===== config.mk =====
export PLATFORM = sky130hd
export DESIGN_NAME = cpu_status_ctx_unit
export DESIGN_NICKNAME = d
export VERILOG_FILES = /design/src/rtl/cpu_status_ctx_unit.sv
export SDC_FILE = /design/constraint.sdc
export NUM_CORES = 1
export LEC_CHECK = 0
export ABC_AREA = 1
export CORE_MARGIN = 2
export CORE_UTILIZATION = 48
export CTS_BUF_LIST = sky130_fd_sc_hd__clkbuf_16
export DETAILED_ROUTE_END_ITERATION = 8
export MAX_ROUTING_LAYER = met4
export PLACE_DENSITY_LB_ADDON = 0.12
export SYNTH_ARGS = -nofsm -noshare
export SYNTH_HDL_FRONTEND = slang
export SYNTH_SLANG_ARGS = --single-unit

===== constraint.sdc =====
create_clock -name clk -period 2.8 [get_ports clk]
set_input_delay 0.56 -clock clk [delete_from_list [all_inputs] [get_ports clk]]
set_output_delay 0.56 -clock clk [all_outputs]
set_load 0.02 [all_outputs]

===== src/rtl/cpu_status_ctx_unit.sv =====
// cpu_status_ctx_unit
//   CPU status and flags registers with per-bit masked writes, plus a
//   hardware context stack. irq_entry saves {status,flags} and enters the ISR
//   state. irq_return restores the saved context. Both together tail-chain.
//
//   Status bits: dma_ack 0, irq_en 1, mode 2, paging_en 3, halt 4,
//                displayreg_load 5, dir 7.
//   Flags bits:  zf 0, cf 1, sf 2, of 3. Bits above 3 are general purpose.
//
// Ports
//   clk, arst_n                          clock, async active-low reset
//   status_wr_en/_mask/_data             masked write to status
//   flags_wr_en/_mask/_data              masked write to flags (ALU update)
//   irq_entry, irq_return                push / pop context
//   err_clr                              clears sticky errors
//   status_q, flags_q                    current registers
//   stack_level, stack_full, stack_empty stack occupancy
//   ovf_err, unf_err                     sticky push-full / pop-empty errors
module cpu_status_ctx_unit #(
    parameter int unsigned          STATUS_W    = 8,
    parameter int unsigned          FLAGS_W     = 8,
    parameter int unsigned          STACK_DEPTH = 4,
    parameter logic [STATUS_W-1:0]  STATUS_RSVD = STATUS_W'(8'h40)
) (
    input  logic                               clk,
    input  logic                               arst_n,
    input  logic                               status_wr_en,
    input  logic [STATUS_W-1:0]                status_wr_mask,
    input  logic [STATUS_W-1:0]                status_wr_data,
    input  logic                               flags_wr_en,
    input  logic [FLAGS_W-1:0]                 flags_wr_mask,
    input  logic [FLAGS_W-1:0]                 flags_wr_data,
    input  logic                               irq_entry,
    input  logic                               irq_return,
    input  logic                               err_clr,
    output logic [STATUS_W-1:0]                status_q,
    output logic [FLAGS_W-1:0]                 flags_q,
    output logic [$clog2(STACK_DEPTH+1)-1:0]   stack_level,
    output logic                               stack_full,
    output logic                               stack_empty,
    output logic                               ovf_err,
    output logic                               unf_err
);

    localparam int unsigned LVL_W = $clog2(STACK_DEPTH + 1);
    localparam int unsigned IDX_W = (STACK_DEPTH > 1) ? $clog2(STACK_DEPTH) : 1;
    localparam int unsigned CTX_W = STATUS_W + FLAGS_W;

    localparam int unsigned IRQ_EN_BIT = 1;
    localparam int unsigned MODE_BIT   = 2;
    localparam int unsigned HALT_BIT   = 4;

    // Status bits cleared on entering the ISR state
    localparam logic [STATUS_W-1:0] ISR_CLR = (STATUS_W'(1) << IRQ_EN_BIT)
                                            | (STATUS_W'(1) << MODE_BIT)
                                            | (STATUS_W'(1) << HALT_BIT);

    localparam logic [LVL_W-1:0] LVL_ONE  = LVL_W'(1);
    localparam logic [LVL_W-1:0] LVL_FULL = LVL_W'(STACK_DEPTH);

    // Context storage; contents are don't-care after reset, so no reset here
    logic [CTX_W-1:0]    ctx_mem [STACK_DEPTH];

    logic [IDX_W-1:0]    top_idx;
    logic [IDX_W-1:0]    push_idx;
    logic [CTX_W-1:0]    top_ctx;
    logic [STATUS_W-1:0] top_status;
    logic [FLAGS_W-1:0]  top_flags;

    logic [STATUS_W-1:0] status_d;
    logic [FLAGS_W-1:0]  flags_d;
    logic [LVL_W-1:0]    level_d;
    logic                ovf_d;
    logic                unf_d;
    logic                ovf_new;
    logic                unf_new;
    logic                push_en;

    // Occupancy flags from the registered level
    assign stack_full  = (stack_level == LVL_FULL);
    assign stack_empty = (stack_level == '0);

    // Top entry sits at level-1; index held at 0 when empty to stay in range
    assign top_idx    = stack_empty ? '0 : IDX_W'(stack_level - LVL_ONE);
    assign push_idx   = IDX_W'(stack_level);
    assign top_ctx    = ctx_mem[top_idx];
    assign top_status = top_ctx[CTX_W-1 -: STATUS_W];
    assign top_flags  = top_ctx[FLAGS_W-1:0];

    // Next-state: context operations take priority over register writes
    always_comb begin
        status_d = status_q;
        flags_d  = flags_q;
        level_d  = stack_level;
        ovf_new  = 1'b0;
        unf_new  = 1'b0;
        push_en  = 1'b0;

        if (irq_entry && irq_return && !stack_empty) begin
            // Tail-chain: replace current context with the top entry in ISR state
            status_d = top_status & ~ISR_CLR;
            flags_d  = top_flags;
        end else if (irq_entry) begin
            // Plain entry, or tail-chain on an empty stack
            if (stack_full) begin
                ovf_new = 1'b1;
            end else begin
                push_en = 1'b1;
                level_d = stack_level + LVL_ONE;
            end
            status_d = status_q & ~ISR_CLR;
            if (irq_return) begin
                unf_new = 1'b1;
            end
        end else if (irq_return) begin
            if (stack_empty) begin
                unf_new = 1'b1;
            end else begin
                status_d = top_status;
                flags_d  = top_flags;
                level_d  = stack_level - LVL_ONE;
            end
        end else begin
            if (status_wr_en) begin
                status_d = (status_q & ~status_wr_mask) | (status_wr_data & status_wr_mask);
            end
            if (flags_wr_en) begin
                flags_d = (flags_q & ~flags_wr_mask) | (flags_wr_data & flags_wr_mask);
            end
        end

        // Reserved bits read 0 whatever the source
        status_d = status_d & ~STATUS_RSVD;

        // A new error in the same cycle as err_clr wins
        ovf_d = (ovf_err & ~err_clr) | ovf_new;
        unf_d = (unf_err & ~err_clr) | unf_new;
    end

    // Architectural state
    always_ff @(posedge clk or negedge arst_n) begin
        if (!arst_n) begin
            status_q    <= '0;
            flags_q     <= '0;
            stack_level <= '0;
            ovf_err     <= 1'b0;
            unf_err     <= 1'b0;
        end else begin
            status_q    <= status_d;
            flags_q     <= flags_d;
            stack_level <= level_d;
            ovf_err     <= ovf_d;
            unf_err     <= unf_d;
        end
    end

    // Context push; suppressed while reset is asserted
    always_ff @(posedge clk) begin
        if (push_en && arst_n) begin
            ctx_mem[push_idx] <= {status_q, flags_q};
        end
    end

endmodule

==> flow_summary.ini <==
[outcome]
status = completed

[sta]
finalSetupTns_ns = 0
fin_crit_sh_pct = 94.6
hold_viol_final = 0
fin_crit_ns = 2.65
grt_setup_unrepaired = false
slew_viol_final = 0
skew_ns = 0.00584
setup_viol = 0
max_freq_ghz = 0.377

[setup_path]
r2r-end = ctx_mem[3][12]
cp_num_buf_inv = 3
path_cells = inv_1, ha_1, inv_2, nor2_1, clkdlybuf4s50_1
r2r_cells = 7
worst_ep_arrival_time_ns = 2.09
reg2reg_from = stack_level[1]
path_class = flop to output pin
critPathRequiredTime_ns = 2.24
cp_top_family = buffers and inverters
critPathLaunch = stack_level[1]
crit_path_max_fanout = 4
crit_slowest_cell = clkdlybuf4s50_1
crit_path_max_incr_delay_ns = 0.64
reg2reg_slack_ns = 0.55
worst-path-stages = 5
endpoint_kind = output pin
cp-endpoint = stack_empty
start_kind = flop

[logic_synthesis]
synth_cell_types = 26
ys_seq_area_share_pct = 60.5
synth.area.top_cells = edfxtp_1 47%, dfrtp_1 13%, nand2_1 9.1%
yosys.area.top_type = edfxtp_1
yosys.area.top_type_share_pct = 47.3
synthesis.area_mm2 = 0.00381
yosys_warnings = 0
synth_area_per_cell_um2 = 9.61
ys_ff_latch = 80
syn_nets = 440
synth_cells = 396

[drt]
wirelength_um = 8250
drt-initial-drc-count = 121
vias_per_cell = 5.01
dr.pass1.iters = 4
drcViolationCount = 0
final_antenna_net_count = 0
vias = 2859
routedWlPerCell_um = 14.4

[clock_tree]
cts-resized-gates = 0
cts-buffers-inserted = 9
clock-sinks = 80
htreeDepth = 3
path_clk_slew_ns = 0.06
cts_hold_repair.buffers = 0
cts_buffer_depth = 2
clock_tree.root_cell = clkbuf_16
cts_setup_buffers = 0
cts_tree = built
insertion_delay_ns = 0.33

[pwr]
peakVddDrop_v = 0.000485
powerDensity_mw_per_mm2 = 1010
leakage_nw = 2.08

[floorplan]
start_util_pct = 49.5
coreArea_mm2 = 0.00769
pin_count = 62
die_h_um = 93.1
design.die.area_mm2 = 0.00866
rows = 32
die-width_um = 93.1

[place]
port_buffers = 58
routabilityCongestion = 0.831
dp_hpwl_um = 5260
placed_area_mm2 = 0.00453

[global_routing]
grt_pass1_wl_um = 13100
grt.overflow.total = 0
grt_max_degree = 28
grt_usage_pct = 20.9
grt_pass1_vias = 2609
antenna_found_initial = 0

[layout]
layout.nets = 508
syn2layout_area_growth_pct = 26.7
fill_cells = 671
final_common_cell = nand2_1
ff_latch_area_mm2 = 0.00230
final_area_mm2 = 0.00482
multi_input_area_mm2 = 0.00120
most-common-layout-cells = 92 x nand2_1, 60 x edfxtp_1, 58 x clkdlybuf4s50_1, 48 x inv_1, 45 x nor2_1
drive_above_1_share_pct = 11.5
n_antenna_cell = 0

[flow_run]
drv_cap = 0

[min_path]
hp-class = flop to flop
cell type report:
cell class                 count  share of cell area (%)
clock inverter                 7                    1.45
multi-input combinational    246                    24.9
timing repair buffer          70                    14.2
sequential                    80                    47.7
clock buffer                   9                    4.67
inverter                      57                    4.44
tap                          102                    2.65
worst register-to-register path: stages (launching register included):
cell,delay (ns)
dfrtp_1,0.41
inv_1,0.13
ha_1,0.31
nand2_4,0.21
nand2_4,0.10
nand4_1,0.19
nor2_1,0.38
buf_12,0.21
cell families (layout without fill, tap and decap cells):
| group | Yosys count | after routing | share of synthesized area (%) |
|---|---|---|---|
| AOI/OAI and AO/OA | 38 | 38 | 5.82 |
| xor gates and xnor gates | 3 | 3 | 0.690 |
| adders and majority gates | 5 | 5 | 1.64 |
| buffers and inverters | 70 | 143 | 8.02 |
| DFF | 80 | 80 | 60.5 |
| other | 1 | 1 | 0.0985 |
| and+or+nand+nor | 199 | 199 | 23.3 |
sequential cells by signal, indices dropped and copies added (netlist names), named ones only:
register,cells
unf_err,1
status_q,7
stack_level,3
ovf_err,1
ctx_mem,60
power breakdown:
group | switching (W) | total, W | internal, W | leakage [nW]
combinational | 0.00120 | 0.00193 | 0.000726 | 1.13
sequential | 0.000192 | 0.00179 | 0.00160 | 0.798
clock | 0.000458 | 0.00115 | 0.000691 | 0.151
total | 0.00185 | 0.00487 | 0.00301 | 2.08
metrics by stage:
stage	total power, W	setup slack [ns]	std cells	hold WS, ns	util, %
2_1_floorplan	0.00310	0.00425	396	0.264	-
3_3_place_gp	0.00370	0.525	555	0.518	58.9
3_5_place_dp	0.00375	0.515	555	0.526	58.9
4_1_cts	0.00491	0.159	571	0.536	62.7
5_1_grt	0.00517	0.0398	571	0.577	62.7
6_report	0.00487	0.151	571	0.530	62.7
routing by layer:
layer	vias to the layer above	global-route usage [%]	part of all wire, %
met1	1373	27.3	47
li1	1418	-	-
met2	54	33.2	48
met5	-	-	0
met4	0	7.84	1.9
met3	14	3.22	3.0
synth_stat cells:
master,n
dfrtp_1,20
edfxtp_1,60
o21ai_2,5
nand2_4,3
nand3_4,1
nand3b_1,8
buf_6,3
ha_1,5
xnor2_1,2
conb_1,1
xor2_1,1
nor2_2,3
nand2_1,92
nand3_1,42
or2_2,1
nand2_2,3
nand4_1,1
buf_2,7
o22ai_1,1
nor2_1,45
o21ai_0,19
a21oi_1,12
inv_1,47
inv_2,10
o21ai_4,1
buf_4,3
how the worst min path moves through the flow:
stage | from | endpoint | slack, ns | depth (start not counted)
after CTS | unf_err | unf_err | 0.54 | 2
after global placement | unf_err | unf_err | 0.52 | 2
final | unf_err | unf_err | 0.53 | 2
after floorplan | arst_n | async pin | 0.26 | 0
after detailed placement | unf_err | unf_err | 0.53 | 2
after global routing | flop | ctx_mem[0][4] | 0.58 | 0
Power figures use the tool's default switching activity.
